==> src/rtl/fib_pkg.sv <==
// Shared types for the additive-recurrence engine: add modes and sequencer states.
package fib_pkg;

  localparam int unsigned FIB_WIDTH_DEF   = 32;
  localparam int unsigned FIB_N_WIDTH_DEF = 6;

  typedef enum logic [1:0] {
    MODE_WRAP = 2'd0,
    MODE_SAT  = 2'd1,
    MODE_MOD  = 2'd2,
    MODE_RSVD = 2'd3
  } mode_e;

  typedef enum logic [1:0] {
    S_IDLE = 2'd0,
    S_RUN  = 2'd1,
    S_DONE = 2'd2
  } state_e;

endpackage

==> src/rtl/fib_step_alu.sv <==
// One recurrence step: combines a and b under the selected add mode and reports
// whether the raw sum carried out of WIDTH.
module fib_step_alu
  import fib_pkg::*;
#(
  parameter int unsigned WIDTH = FIB_WIDTH_DEF
) (
  input  logic [WIDTH-1:0] a,
  input  logic [WIDTH-1:0] b,
  input  logic [WIDTH-1:0] m,
  input  mode_e            mode,
  output logic [WIDTH-1:0] next,
  output logic             carry
);

  logic [WIDTH:0] sum;

  always_comb begin
    sum   = {1'b0, a} + {1'b0, b};
    next  = sum[WIDTH-1:0];
    carry = sum[WIDTH];
    case (mode)
      MODE_SAT: begin
        if (sum[WIDTH]) next = '1;
      end
      MODE_MOD: begin
        // a zero modulus falls back to plain wrapping arithmetic
        if (m != '0) begin
          carry = 1'b0;
          if (sum >= {1'b0, m}) next = WIDTH'(sum - {1'b0, m});
        end
      end
      default: ;
    endcase
  end

endmodule

==> src/rtl/fib_engine.sv <==
// Iterative two-term recurrence engine: (a,b) <- (b, a+b) n times, result is the final a.
module fib_engine
  import fib_pkg::*;
#(
  parameter int unsigned WIDTH   = FIB_WIDTH_DEF,
  parameter int unsigned N_WIDTH = FIB_N_WIDTH_DEF
) (
  input  logic               clk,
  input  logic               rst,
  input  logic               r_enable,
  input  logic [1:0]         mode,
  input  logic [N_WIDTH-1:0] init_n,
  input  logic [WIDTH-1:0]   init_a,
  input  logic [WIDTH-1:0]   init_b,
  input  logic [WIDTH-1:0]   init_m,
  output logic               busy,
  output logic               w_enable,
  output logic [WIDTH-1:0]   result,
  output logic               overflow
);

  state_e             state;
  mode_e              mode_q;
  logic [WIDTH-1:0]   a_q;
  logic [WIDTH-1:0]   b_q;
  logic [WIDTH-1:0]   m_q;
  logic [N_WIDTH-1:0] cnt;
  logic [WIDTH-1:0]   step_next;
  logic               step_carry;

  fib_step_alu #(.WIDTH(WIDTH)) u_step (
    .a     (a_q),
    .b     (b_q),
    .m     (m_q),
    .mode  (mode_q),
    .next  (step_next),
    .carry (step_carry)
  );

  // Sequencer: a start strobe restarts from any state; reset overrides everything.
  always_ff @(posedge clk) begin
    if (rst) begin
      state    <= S_IDLE;
      mode_q   <= MODE_WRAP;
      a_q      <= '0;
      b_q      <= '0;
      m_q      <= '0;
      cnt      <= '0;
      busy     <= 1'b0;
      w_enable <= 1'b0;
      result   <= '0;
      overflow <= 1'b0;
    end else if (r_enable) begin
      state    <= S_RUN;
      mode_q   <= mode_e'(mode);
      a_q      <= init_a;
      b_q      <= init_b;
      m_q      <= init_m;
      cnt      <= init_n;
      busy     <= 1'b1;
      w_enable <= 1'b0;
      overflow <= 1'b0;
    end else begin
      case (state)
        S_RUN: begin
          if (cnt != '0) begin
            a_q <= b_q;
            b_q <= step_next;
            cnt <= cnt - N_WIDTH'(1);
            if (step_carry) overflow <= 1'b1;
          end else begin
            result   <= a_q;
            w_enable <= 1'b1;
            busy     <= 1'b0;
            state    <= S_DONE;
          end
        end
        default: ;
      endcase
    end
  end

endmodule

==> config.mk <==
export PLATFORM = sky130hd
export DESIGN_NAME = fib_engine
export DESIGN_NICKNAME = d
export VERILOG_FILES = /design/src/rtl/fib_pkg.sv /design/src/rtl/fib_step_alu.sv /design/src/rtl/fib_engine.sv
export SDC_FILE = /design/constraint.sdc
export NUM_CORES = 1
export LEC_CHECK = 0
export ABC_AREA = 1
export ABC_CLOCK_PERIOD_IN_PS = 5600
export BUFFER_PORTS_ARGS = -buffer_cell sky130_fd_sc_hd__buf_2
export CAP_MARGIN = 15
export CELL_PAD_IN_SITES_DETAIL_PLACEMENT = 1
export CELL_PAD_IN_SITES_GLOBAL_PLACEMENT = 1
export CORE_MARGIN = 3
export CORE_UTILIZATION = 41
export DETAILED_ROUTE_END_ITERATION = 16
export PLACE_DENSITY_LB_ADDON = 0.1
export SLEW_MARGIN = 15
export SYNTH_ARGS = -nofsm -noshare
export SYNTH_HDL_FRONTEND = slang
export SYNTH_SLANG_ARGS = --single-unit
==> constraint.sdc <==
create_clock -name clk -period 5.6 [get_ports clk]
set_input_delay 0.84 -clock clk [delete_from_list [all_inputs] [get_ports clk]]
set_output_delay 0.84 -clock clk [all_outputs]
set_load 0.01 [all_outputs]
## Yosys cells after proc, flatten, opt, wreduce, memory -nomap -nowiden

Cells that the tools add are included.

- $add $sub $neg: 3
- Order comparisons: 1
- Eq/ne operators: 4
- Muxes and demuxes: 21
- Bitwise logic cells: 2
- Reduce and logical (&&, ||, !) cells: 10

Operator list:

| operator | count |
|---|---|
| 32-bit 2-to-1 mux | 9 |
| 32-bit one-hot mux with 2 select lines | 1 |
| 32-bit by 32-bit adder with 33-bit output | 1 |
| 33-bit by 32-bit greater-or-equal comparator with 1-bit output | 1 |
| 32-bit nonzero test | 1 |
| 32-bit subtractor | 1 |
| 6-bit 2-to-1 mux | 3 |
| 1-bit 2-to-1 mux | 8 |
| 2-bit AND reduction | 3 |
| 3-bit AND reduction | 2 |
| 6-bit nonzero test | 1 |
| 6-bit by 1-bit subtractor with 6-bit output, second input constant | 1 |
| 2-bit by 1-bit == test with 1-bit output, second input constant | 2 |
| 2-bit nonzero test | 2 |
| 2-bit == test, second input constant | 1 |
| 2-bit != test, second input constant | 1 |
| 1-bit NOT | 2 |
| 2-bit OR reduction | 1 |

- Bits in registers: 140
- Input port bits: 107
- Output and inout port bits: 35
- Word-level logic and storage cells: 51

## Depth between registers and ports, before layout

Gate-level depths: netlist (run 1).

- Depth in word-level cells: 8
- Mapped depth: 31
- Depth with buffers taken out: 29

## Modules after synthesis

From an unflattened synthesis (run 1), not the netlist that was laid out.

- Cell total of the unflattened synthesis: 1,954
- Area, all modules: 11,806.3 um^2

By module, submodules not included:

| module | times used | cells each | area an instance (um^2) | seq. area each (um^2) |
|---|---|---|---|---|
| fib_step_alu | 1 | 1,175 | 5,979.5 | 0.0 |
| fib_engine | 1 | 779 | 5,826.8 | 2,782.7 |

## Worst setup path after synthesis (run 1)

OpenSTA, ideal clock, no wires.

- Path kind: register to register
- Start: register a_q[0]
- End: register b_q[10]
- Setup time: 69 ps
- Arrival: 3,689 ps
- Data required time: 5,531 ps
- Path slack: 1,842 ps
- Cell stages (with the launch flop): 30
- Path buffers: 1
- Clock period less this slack: 3,758 ps
- Cell sequence: dfxtp_1 > ha_1 > fa_1 > nand3_1 > nand3_1 > nand2_1 > nand2_2 > nand2_1 > nand2_2 > a21oi_1 > o21ai_0 > nand2_1 > nand2_1 > nand2_1 > nand2_1 > ha_1 > a21oi_1 > nand2_1 > a21oi_1 > nand2_1 > nor2_8 > nand3_4 > nand3_4 > nand2_4 > nand2_4 > buf_8 > nand2_2 > nand2_1 > nand2_1 > a21oi_2

- Word-level cells in the longest chain between the ends: 8
- Elaborated cells on any way between the ends: 10
- Those cells by class: 2 x add/sub; 1 x order compare; 7 x mux

Ends and longest elaborated chain:

| what | RTL line | RTL |
|---|---|---|
| start, declared | fib_engine.sv:24 | `logic [WIDTH-1:0] a_q;` |
| start signal, assigned | fib_engine.sv:56 | `a_q <= init_a;` |
| start signal, assigned | fib_engine.sv:67 | `a_q <= b_q;` |
| 32-bit by 32-bit adder with 33-bit output (*) | fib_step_alu.sv:19 | `sum = {1'b0, a} + {1'b0, b};` |
| 32-bit subtractor or 33-bit by 32-bit greater-or-equal comparator with 1-bit output (tied branches) | fib_step_alu.sv:30 | `if (sum >= {1'b0, m}) next = WIDTH'(sum - {1'b0, m});` |
| 32-bit 2-to-1 mux | fib_step_alu.sv:30 |  |
| 32-bit 2-to-1 mux | fib_step_alu.sv:28 | `if (m != '0) begin` |
| 32-bit one-hot mux with 2 select lines (*) | fib_step_alu.sv:22 | `case (mode)` |
| 32-bit 2-to-1 mux (*) | fib_engine.sv:66 | `if (cnt != '0) begin` |
| 32-bit 2-to-1 mux (*) | fib_engine.sv:64 | `case (state)` |
| 32-bit 2-to-1 mux (*) | fib_engine.sv:53 | `end else if (r_enable) begin` |
| end signal, assigned | fib_engine.sv:57 | `b_q <= init_b;` |
| end signal, assigned | fib_engine.sv:68 | `b_q <= step_next;` |
| end, declared | fib_engine.sv:25 | `logic [WIDTH-1:0] b_q;` |

Every way passes the cells marked *; elsewhere a longest branch is shown, timed or not. The select of a mux whose other input is x is not followed.
A chain may end at the register's enable or synchronous reset.

## Final worst setup path (run 1)

- Start: register a_q[0]
- End: register b_q[27]

The elaborated chain is that of the path after synthesis.

==> metrics.md, run 1 <==
| Metric | Value |
|---|---|
| Main combinational cell family by area after synthesis | `simple AND/OR/NAND/NOR gates` |
| Routed length per instance | `19.2 um` |
| Post-route insts no fill | `2075` |
| GRT Residual Overflow | `0` |
| CP peak stage delay | `0.41 ns` |
| Clock skew | `0.0113 ns` |
| Largest net degree at the start of global routing | `64` |
| Endpoints failing hold | `0` |
| Post-synth EDFFs | `0` |
| Slowest library cell on the worst path | `fa_1` |
| Power Density | `321 mW/mm2` |
| Highest clock rate | `210 MHz` |
| Clock insertion delay at the later pin of the skew report | `0.44 ns` |
| Synth Net Count | `1808` |
| FILL cells | `3416` |
| Setup crit end kind | `register` |
| Sequential power share | `29.1%` |
| Die W | `165 um` |
| Vias | `11400` |
| Top-Level Pins | `142` |
| DRC | `0` |
| Std cell rows | `57` |
| Net Switching | `1.63 mW` |
| Post-Synth XOR/XNOR Area | `3.80%` |
| Clock power share | `30.8%` |
| H-tree lvl count | `4` |
| Yosys synthesis warning count | `0` |
| Worst slack, placed | `0.937 ns` |
| Mux contribution to synthesized area | `0%` |
| Worst setup margin | `0.830 ns` |
| # Max-Cap Violations | `0` |
| Placer Congestion | `0.951` |
| Slew HR | `30.1%` |
| Cell mode on critical path | `nand2_1` |
| Status | `completed` |
| Cell internal pwr | `2.18 mW` |
| GR Util All Layers | `28.8%` |
| Cells after DPL | `2043` |
| Worst Path Buf+Inv | `0` |
| Sequential-to-total area share from yosys stat | `26.8%` |
| Antenna viol nets, final | `0` |
| Worst hold slack | `0.469 ns` |
| Die area | `0.0273 mm2` |
| Startpoint Class | `register` |
| Sw Share | `42.8%` |
| Sequential Area | `0.00278 mm2` |
| Simple-gate share of the synthesized area | `32.0%` |
| Setup bufs post-CTS | `0` |
| Total design power | `3.81 mW` |
| Mapped Avg Cell Area | `6.36 um2` |
| Delay-heaviest family, CP | `simple AND/OR/NAND/NOR gates` |
| Post-synth top flop | `dfxtp_1` |
| Detailed Place HPWL | `31.2 mm` |
| Vias in the first global route | `11500` |
| Initial core utilization | `42.2%` |
| Net total in the final layout | `1915` |
| Crit Path Category | `register to register` |
| CTS clk-pin slew, worst paths | `0.07 ns` |
| Drt first pass iters | `5` |
| Post-synth ARST share | `0%` |
| DR vias/cell | `5.50` |
| Global-route wire length before repair | `61.5 mm` |
| Setup TNS | `0 ns` |
| Crit-path max FO | `17` |
| CP required | `5.95 ns` |
| Gate power share | `40.0%` |
| Worst min-delay path class | `register to register` |
| Pleak | `5.87 nW` |
| Synth Area in Compound Gates | `19.6%` |
| IO Port Bufs | `141` |
| DRT iter0 DRCs | `647` |
| Maximum VDD drop | `134 uV` |
| Share of cells above drive strength 1 | `13.7%` |
| CTS Root Cell | `clkbuf_16` |
| P&R area growth vs syn | `14.3%` |
| Final setup vio count | `0` |
| Initial antenna violation count | `0` |
| # diodes | `0` |
| Period Utilization, post-route | `85.2%` |
| Total Wirelength | `39.8 mm` |
| Hold Buf Count CTS | `0` |
| Cells after Synth | `1631` |
| Unrepaired setup endpoints after global routing | `false` |
| CTS sink count | `139` |
| CTS tree | `yes` |
| Adder and majority cell fraction of the synthesized area | `8.58%` |
| Core ar. | `0.0246 mm2` |
| Die Height | `165 um` |
| Post-CTS sizing | `0` |
| Final Max Slew Viols | `0` |
| Minimum clock period | `4.77 ns` |
| Synth Register Bits | `139` |
| CTS Buf Count | `17` |
| Netlist Area Pre-Place | `0.0104 mm2` |
| Multi-input gate area | `0.00665 mm2` |
| Netlist cell types | `49` |
| Least-Margin Pin Slew | `1.04 ns` |
| Worst Path Arrival | `5.12 ns` |
| CTS Buffer Depth | `2` |
## through the flow
stage | util (%) | area, um2
after global placement | 45.9 | 11300
after floorplan | - | 10400
final | 48.2 | 11900
after CTS | 48.2 | 11900
after global routing | 48.2 | 11900
after detailed placement | 45.9 | 11300
## registers in the layout (all words and copies together) (netlist names)
| signal | flops |
|---|---|
| state | 2 |
| overflow | 1 |
| a_q | 32 |
| m_q | 32 |
| result | 32 |
| b_q | 32 |
| cnt | 6 |
| mode_q | 2 |
## worst reg2reg max path: cells and delay by family (launching register included)
family / cells / cell delay [ns]
flip-flops: 1 / 0.33
AND/OR/NAND/NOR: 20 / 2.31
adder cells (fa/ha/maj): 3 / 1.05
AO/OA/AOI/OAI: 5 / 0.99
## final timing paths
check / depth (start not counted) / start / slack, ns / end
worst max-delay path: 28 / a_q[0] / 0.83 / b_q[27]
worst min-delay path: 2 / state[1] / 0.47 / state[1]
worst max register to register: 28 / a_q[0] / 0.83 / b_q[27]
worst min register to register: 2 / state[1] / 0.47 / state[1]
## power groups by stage
stage,Clock (mW),Sequential (mW),Combinational [mW]
5_1_grt,1.23,1.12,1.69
6_report,1.17,1.11,1.52
2_1_floorplan,0,1.12,1.07
3_5_place_dp,0,1.13,1.50
3_3_place_gp,0,1.13,1.47
4_1_cts,1.19,1.11,1.51
## cell families (layout without fill, tap and decap cells)
family / Yosys count / after routing
adder cells (fa/ha/maj): 70 / 70
AO/OA/AOI/OAI: 354 / 354
AND/OR/NAND/NOR: 782 / 782
buffers and inverters: 241 / 361
flip-flops: 139 / 139
XOR/XNOR: 45 / 45
## cells in the mapped netlist, types with 7 or more instances
cell type / count / share of area, %
a21oi_1: 139 / 6.7
a21oi_2: 12 / 1.0
a22o_1: 11 / 0.93
a22oi_1: 12 / 0.87
a31oi_1: 33 / 2.0
buf_2: 8 / 0.39
clkbuf_1: 45 / 1.6
dfxtp_1: 139 / 27
ha_1: 68 / 8.2
inv_1: 174 / 6.3
nand2_1: 412 / 15
nand2_2: 16 / 0.96
nand2_4: 7 / 0.76
nand3_1: 73 / 3.5
nand4_1: 20 / 1.2
nor2_1: 215 / 7.8
nor3_1: 11 / 0.53
o21ai_0: 105 / 5.1
o21bai_1: 8 / 0.58
o221ai_1: 7 / 0.59
xnor2_1: 19 / 1.6
xor2_1: 26 / 2.2
## placed cells by master (no fill, tap or decap), types with 16 or more instances in the layout
| cell type | instances |
|---|---|
| clkbuf_16 | 17 |
| dfxtp_1 | 139 |
| nand2_1 | 412 |
| buf_2 | 141 |
| nand3_1 | 73 |
| inv_1 | 172 |
| nor2_1 | 212 |
| ha_1 | 68 |
| a21oi_1 | 139 |
| nand4_1 | 20 |
| o21ai_0 | 105 |
| xnor2_1 | 19 |
| xor2_1 | 26 |
| nand2_2 | 16 |
| a31oi_1 | 33 |
## metal layers
| layer | global-route usage, % | vias to the layer above | share of wire [%] |
|---|---|---|---|
| met5 | 0 | - | 0 |
| met3 | 3.39 | 88 | 3.9 |
| met2 | 48.0 | 307 | 47 |
| met4 | 12.4 | 0 | 4.1 |
| li1 | - | 5567 | - |
| met1 | 37.6 | 5460 | 45 |
## cell type report
cell class,instances,area share [%]
Clock buffer,17,3.59
Inverter,179,5.66
Tap cell,324,3.42
Sequential cell,139,23.5
Multi-Input combinational cell,1251,56.1
Clock inverter,15,1.29
Timing Repair Buffer,150,6.52
Note: power is estimated with default switching activity, not from simulation.
==> run 2: changes to the inputs <==
==> constraint.sdc (replaced) <==
create_clock -name clk -period 5.6 [get_ports clk]
set_input_delay 0.56 -clock clk [delete_from_list [all_inputs] [get_ports clk]]
set_output_delay 0.56 -clock clk [all_outputs]
set_load 0.01 [all_outputs]
==> run 2 against run 1 <==
Compared with the run above:
- worst setup slack worse by 0.031 ns
- register-to-register slack got worse by 0.03 ns
- clock skew is essentially flat
- non-clock buffer count did not move
- core utilization fell by 0.091 points
- combinational power barely moved
- sequential cell count is the same
- critical path depth did not move
- via count about the same
- count of clock-buffer cells in the layout stayed put
- largest power group unchanged
- highest routed layer unchanged
==> metrics.md, run 2 (synthesis results as in run 1) <==
| Metric | Value |
|---|---|
| Crit Path Category | `register to register` |
| Hold Buf Count CTS | `0` |
| FILL cells | `3385` |
| Die Height | `165 um` |
| Endpoints failing hold | `0` |
| Startpoint Class | `register` |
| Std cell rows | `57` |
| CTS Root Cell | `clkbuf_16` |
| Initial core utilization | `42.2%` |
| Status | `completed` |
| Worst min-delay path class | `input pin to register` |
| Vias | `11400` |
| IO Port Bufs | `141` |
| Total design power | `3.76 mW` |
| Largest net degree at the start of global routing | `64` |
| CTS Buffer Depth | `2` |
| # Max-Cap Violations | `0` |
| H-tree lvl count | `4` |
| CTS sink count | `139` |
| Commonest non-fill, non-tap cell in the layout | `nand2_1` |
| CTS clk-pin slew, worst paths | `0.07 ns` |
| Final setup vio count | `0` |
| Vias in the first global route | `11500` |
| Total Wirelength | `39.6 mm` |
| Post-CTS sizing | `0` |
| Maximum VDD drop | `154 uV` |
| Antenna viol nets, final | `0` |
| Crit-path max FO | `17` |
| DR vias/cell | `5.51` |
| Setup bufs post-CTS | `0` |
| Setup crit end kind | `register` |
| Routed length per instance | `19.1 um` |
| Highest clock rate | `208 MHz` |
| Global-route wire length before repair | `61.6 mm` |
| CP peak stage delay | `0.41 ns` |
| GR Util All Layers | `29.0%` |
| Drt first pass iters | `7` |
| Slew HR | `35.0%` |
| Clock insertion delay at the later pin of the skew report | `0.44 ns` |
| Placer Congestion | `0.945` |
| Share of cells above drive strength 1 | `13.8%` |
| Power Density | `317 mW/mm2` |
| Minimum clock period | `4.80 ns` |
| Unrepaired setup endpoints after global routing | `false` |
| Initial antenna violation count | `0` |
| Least-Margin Pin Slew | `0.975 ns` |
| Clock skew | `0.0113 ns` |
| CTS Buf Count | `17` |
| CTS tree | `yes` |
| GRT Residual Overflow | `0` |
| # diodes | `0` |
| P&R area growth vs syn | `14.1%` |
| Die area | `0.0273 mm2` |
| Worst Path Arrival | `5.16 ns` |
| Period Utilization, post-route | `85.7%` |
| CP required | `5.96 ns` |
| Net total in the final layout | `1915` |
| Detailed Place HPWL | `31.3 mm` |
| DRC | `0` |
| Most frequent cells in the layout | `412 x nand2_1, 212 x nor2_1, 172 x inv_1, 141 x buf_2` |
| Cell mode on critical path | `nand2_1` |
| Final Max Slew Viols | `0` |
| Pleak | `5.86 nW` |
| Top-Level Pins | `142` |
| Core ar. | `0.0246 mm2` |
| Setup TNS | `0 ns` |
| DRT iter0 DRCs | `762` |
| Slowest library cell on the worst path | `fa_1` |
| Die W | `165 um` |
## run 2: cell count changes in the layout (fill, tap and decap cells not counted), sizes merged
cell	delta
inv	+2
clkinvlp	-1
bufinv	-1
## run 2: final cells by class
class | instances | area [um2] | area share (%)
sequential | 139 | 2780 | 23.5
clock buffer | 17 | 425 | 3.59
tap | 324 | 405 | 3.42
multi-input combinational | 1251 | 6650 | 56.2
inverter | 179 | 672 | 5.67
clock inverter | 15 | 130 | 1.10
timing repair buffer | 150 | 773 | 6.53
## run 2: layer usage
layer	wire length [um]	up-vias	part of all wire, %	track usage [%]
met2	18500	273	47	48.4
met1	18000	5515	46	38.2
li1	-	5580	-	-
met3	1550	64	3.9	3.27
met4	1440	0	3.6	11.2
met5	0	-	0	0
## run 2: critical path: cells and delay by family (launching register included)
| family | cells | cell delay [ns] |
|---|---|---|
| compound gates | 6 | 1.10 |
| fa+ha+maj | 3 | 1.05 |
| flops | 1 | 0.34 |
| simple gates | 19 | 2.20 |
## run 2: report_power, final
group | leakage [nW] | switching [mW] | internal [mW] | total, mW
Sequential | 1.14 | 0.0532 | 1.06 | 1.11
Clock | 0.275 | 0.540 | 0.585 | 1.12
Combinational | 4.44 | 1.03 | 0.493 | 1.52
## run 2: final timing paths
kind / startpoint / end / slack [ns] / depth (start not counted)
max reg2reg: a_q[0] / b_q[1] / 0.80 / 28
min: init_n[5] / cnt[5] / 0.38 / 3
max: a_q[0] / b_q[1] / 0.80 / 28
min reg2reg: state[1] / state[1] / 0.47 / 2
## run 2: through the flow
| step | util, % | std cells | hold WS (ns) | setup slack, ns | instance area [um2] |
|---|---|---|---|---|---|
| 3_5_place_dp | 45.9 | 2043 | 0.465 | 0.899 | 11300 |
| 6_report | 48.1 | 2075 | 0.381 | 0.799 | 11800 |
| 3_3_place_gp | 45.9 | 2043 | 0.461 | 1.02 | 11300 |
| 2_1_floorplan | - | 1631 | 0.450 | 1.84 | 10400 |
| 5_1_grt | 48.1 | 2075 | 0.383 | 0.415 | 11800 |
| 4_1_cts | 48.1 | 2075 | 0.377 | 0.805 | 11800 |
==> run 3: changes to the inputs <==
--- a/config.mk
+++ b/config.mk
@@ -18,4 +18,5 @@
 export SLEW_MARGIN = 15
 export SYNTH_ARGS = -nofsm -noshare
 export SYNTH_HDL_FRONTEND = slang
+export SYNTH_HIERARCHICAL = 1
 export SYNTH_SLANG_ARGS = --single-unit
==> run 3 against run 2 <==
Compared with the run above:
- first-iteration DRC count shrank 3.5%
- critical path depth grew 1
- sequential share of layout area shrank 2.6 points
- synthesized cell count grew 20%
- fmax shrank 6.9%
- critical endpoint is now b_q[20]
- largest cell class unchanged
- largest power group unchanged
==> metrics.md, run 3 <==
| Metric | Value |
|---|---|
| Status | `completed` |
| Crit Path Category | `register to register` |
| Largest area contributor in the netlist | `dfxtp_1` |
| Multi-input gate area | `0.00776 mm2` |
| Post-CTS sizing | `0` |
| Yosys top cell area share | `23.6%` |
| Worst Path Arrival | `5.53 ns` |
| Top-Level Pins | `142` |
| Hold Buf Count CTS | `0` |
| Most frequent cells in the layout | `569 x nand2_1, 269 x nor2_1, 227 x inv_1, 140 x buf_2, 139 x dfxtp_1` |
| Simple-gate share of the synthesized area | `39.8%` |
| Post-route insts no fill | `2441` |
| Commonest non-fill, non-tap cell in the layout | `nand2_1` |
| CP required | `5.97 ns` |
| CTS Buf Count | `17` |
| Netlist cell types | `43` |
| Clock insertion delay at the later pin of the skew report | `0.45 ns` |
| # diodes | `0` |
| CTS Root Cell | `clkbuf_16` |
| CTS sink count | `139` |
| Maximum VDD drop | `224 uV` |
| Netlist Area Pre-Place | `0.0118 mm2` |
| CTS Buffer Depth | `2` |
| P&R area growth vs syn | `12.5%` |
| Pleak | `7.05 nW` |
| Die Height | `176 um` |
| GR Util All Layers | `28.2%` |
| Main combinational cell family by area after synthesis | `simple AND/OR/NAND/NOR gates` |
| Minimum clock period | `5.16 ns` |
| Startpoint Class | `register` |
| Setup bufs post-CTS | `0` |
| Cells after DPL | `2408` |
| Highest clock rate | `194 MHz` |
| Mux contribution to synthesized area | `2.71%` |
| Mapped Avg Cell Area | `6.04 um2` |
| Share of cells above drive strength 1 | `12.7%` |
| Cell mode on critical path | `nand2_1` |
| Die area | `0.0309 mm2` |
| Slew HR | `28.2%` |
| Synth Net Count | `2131` |
| Routed length per instance | `18.0 um` |
| Detailed Place HPWL | `34.6 mm` |
| Post-synth top flop | `dfxtp_1` |
| Slowest library cell on the worst path | `fa_1` |
| Synth Area in Compound Gates | `12.5%` |
| DRC | `0` |
| Placer Congestion | `0.943` |
| Post-synth EDFFs | `0` |
| Drt first pass iters | `5` |
| Unrepaired setup endpoints after global routing | `false` |
| Largest net degree at the start of global routing | `101` |
| Net total in the final layout | `2227` |
| CTS tree | `yes` |
| Synth Register Bits | `139` |
| GRT Residual Overflow | `0` |
| CP peak stage delay | `0.41 ns` |
| Post-synth ARST share | `0%` |
| Adder and majority cell fraction of the synthesized area | `7.55%` |
| Clock skew | `0.0193 ns` |
| Final setup vio count | `0` |
| Sequential-to-total area share from yosys stat | `23.6%` |
| Initial core utilization | `42.0%` |
| Die W | `176 um` |
| CTS clk-pin slew, worst paths | `0.07 ns` |
| Vias | `12800` |
| Vias in the first global route | `13100` |
| # Max-Cap Violations | `0` |
| Std cell rows | `61` |
| Worst min-delay path class | `input pin to register` |
| Most common cell in the synthesized netlist | `nand2_1` |
| Period Utilization, post-route | `92.1%` |
| Antenna viol nets, final | `0` |
| DRT iter0 DRCs | `735` |
| Crit-path max FO | `28` |
| Setup crit end kind | `register` |
| Synth top area cells | `dfxtp_1 24%, nand2_1 18%, nor2_1 8.6%, inv_1 7.2%, ha_1 7.2%` |
| Core ar. | `0.0281 mm2` |
| FILL cells | `4001` |
| Power Density | `347 mW/mm2` |
| Yosys synthesis warning count | `6` |
| Sequential Area | `0.00278 mm2` |
| IO Port Bufs | `141` |
| Post-Synth XOR/XNOR Area | `3.12%` |
| Initial antenna violation count | `0` |
| Cells after Synth | `1954` |
| Final Max Slew Viols | `0` |
| Most instantiated cells after synthesis | `569 x nand2_1, 269 x nor2_1, 228 x inv_1, 139 x dfxtp_1, 128 x nand3_1` |
| DR vias/cell | `5.25` |
| H-tree lvl count | `4` |
| Total Wirelength | `43.9 mm` |
| Global-route wire length before repair | `69.4 mm` |
| Setup TNS | `0 ns` |
| Endpoints failing hold | `0` |
| Least-Margin Pin Slew | `1.08 ns` |
## run 3: cell types whose count changed in the layout (fill, tap and decap cells not counted), moves of 11 or more
cell | previous run | this run
nand2_1 | 412 | 569
nor2_1 | 212 | 269
inv_1 | 172 | 227
nand3_1 | 73 | 128
nor3_1 | 11 | 44
a21oi_1 | 139 | 107
mux2i_1 | 0 | 32
a31oi_1 | 33 | 2
o21ai_1 | 5 | 32
o21ai_0 | 105 | 87
a22oi_1 | 12 | 0
a22o_1 | 11 | 0
## run 3: cell families (layout without fill, tap and decap cells)
kind of cell    Yosys count  count (layout)
buf+inv                 306             415
xor+xnor                 42              42
compound gates          269             269
simple gates           1096            1096
flops                   139             139
fa+ha+maj                70              70
mux                      32              32
## run 3: worst max-delay path: cells and delay by family (launching register included)
kind,cells,cell delay (ns)
AOI/OAI and AO/OA,3,0.63
and+or+nand+nor,20,2.53
adders and majority gates,3,1.02
muxes,1,0.07
DFF,1,0.33
xor gates and xnor gates,1,0.41
buffers and inverters,1,0.09
## run 3: final cells by class
class | instances | area share, %
multi-input combinational | 1509 | 58.4
sequential | 139 | 20.9
inverter | 234 | 6.63
timing repair buffer | 149 | 5.93
tap | 378 | 3.56
clock buffer | 17 | 3.20
clock inverter | 15 | 1.35
## run 3: metrics by stage
step / worst slack [ns] / utilization, % / power, mW / area (um2) / hold WS, ns
CTS: 0.563 / 47.2 / 4.63 / 13300 / 0.316
floorplan: 1.96 / - / 2.76 / 11800 / 0.440
global placement: 0.743 / 45.1 / 3.36 / 12700 / 0.438
finish: 0.441 / 47.3 / 4.61 / 13300 / 0.322
detailed placement: 0.598 / 45.1 / 3.40 / 12700 / 0.445
global route: 0.109 / 47.3 / 4.96 / 13300 / 0.330
## run 3: worst paths after layout
check | start | endpoint | slack [ns] | depth (start not counted)
hold reg to reg | overflow | overflow | 0.45 | 2
setup reg to reg | a_q[0] | b_q[20] | 0.44 | 29
setup / recovery | a_q[0] | b_q[20] | 0.44 | 29
hold / removal | init_m[6] | m_q[6] | 0.32 | 3
## run 3: metal layers
layer | wire length [um] | vias to the layer above | global-route usage, %
li1 | - | 6427 | -
met1 | 21100 | 6120 | 38.3
met2 | 20400 | 222 | 47.5
met3 | 1590 | 36 | 3.33
met4 | 776 | 0 | 7.23
met5 | 0 | - | 0
## run 3: power by group
| part | leakage, nW | total [mW] | internal (mW) | switching (mW) |
|---|---|---|---|---|
| clock | 0.297 | 1.21 | 0.676 | 0.531 |
| combinational | 5.61 | 2.26 | 0.728 | 1.53 |
| sequential | 1.15 | 1.15 | 1.07 | 0.0780 |
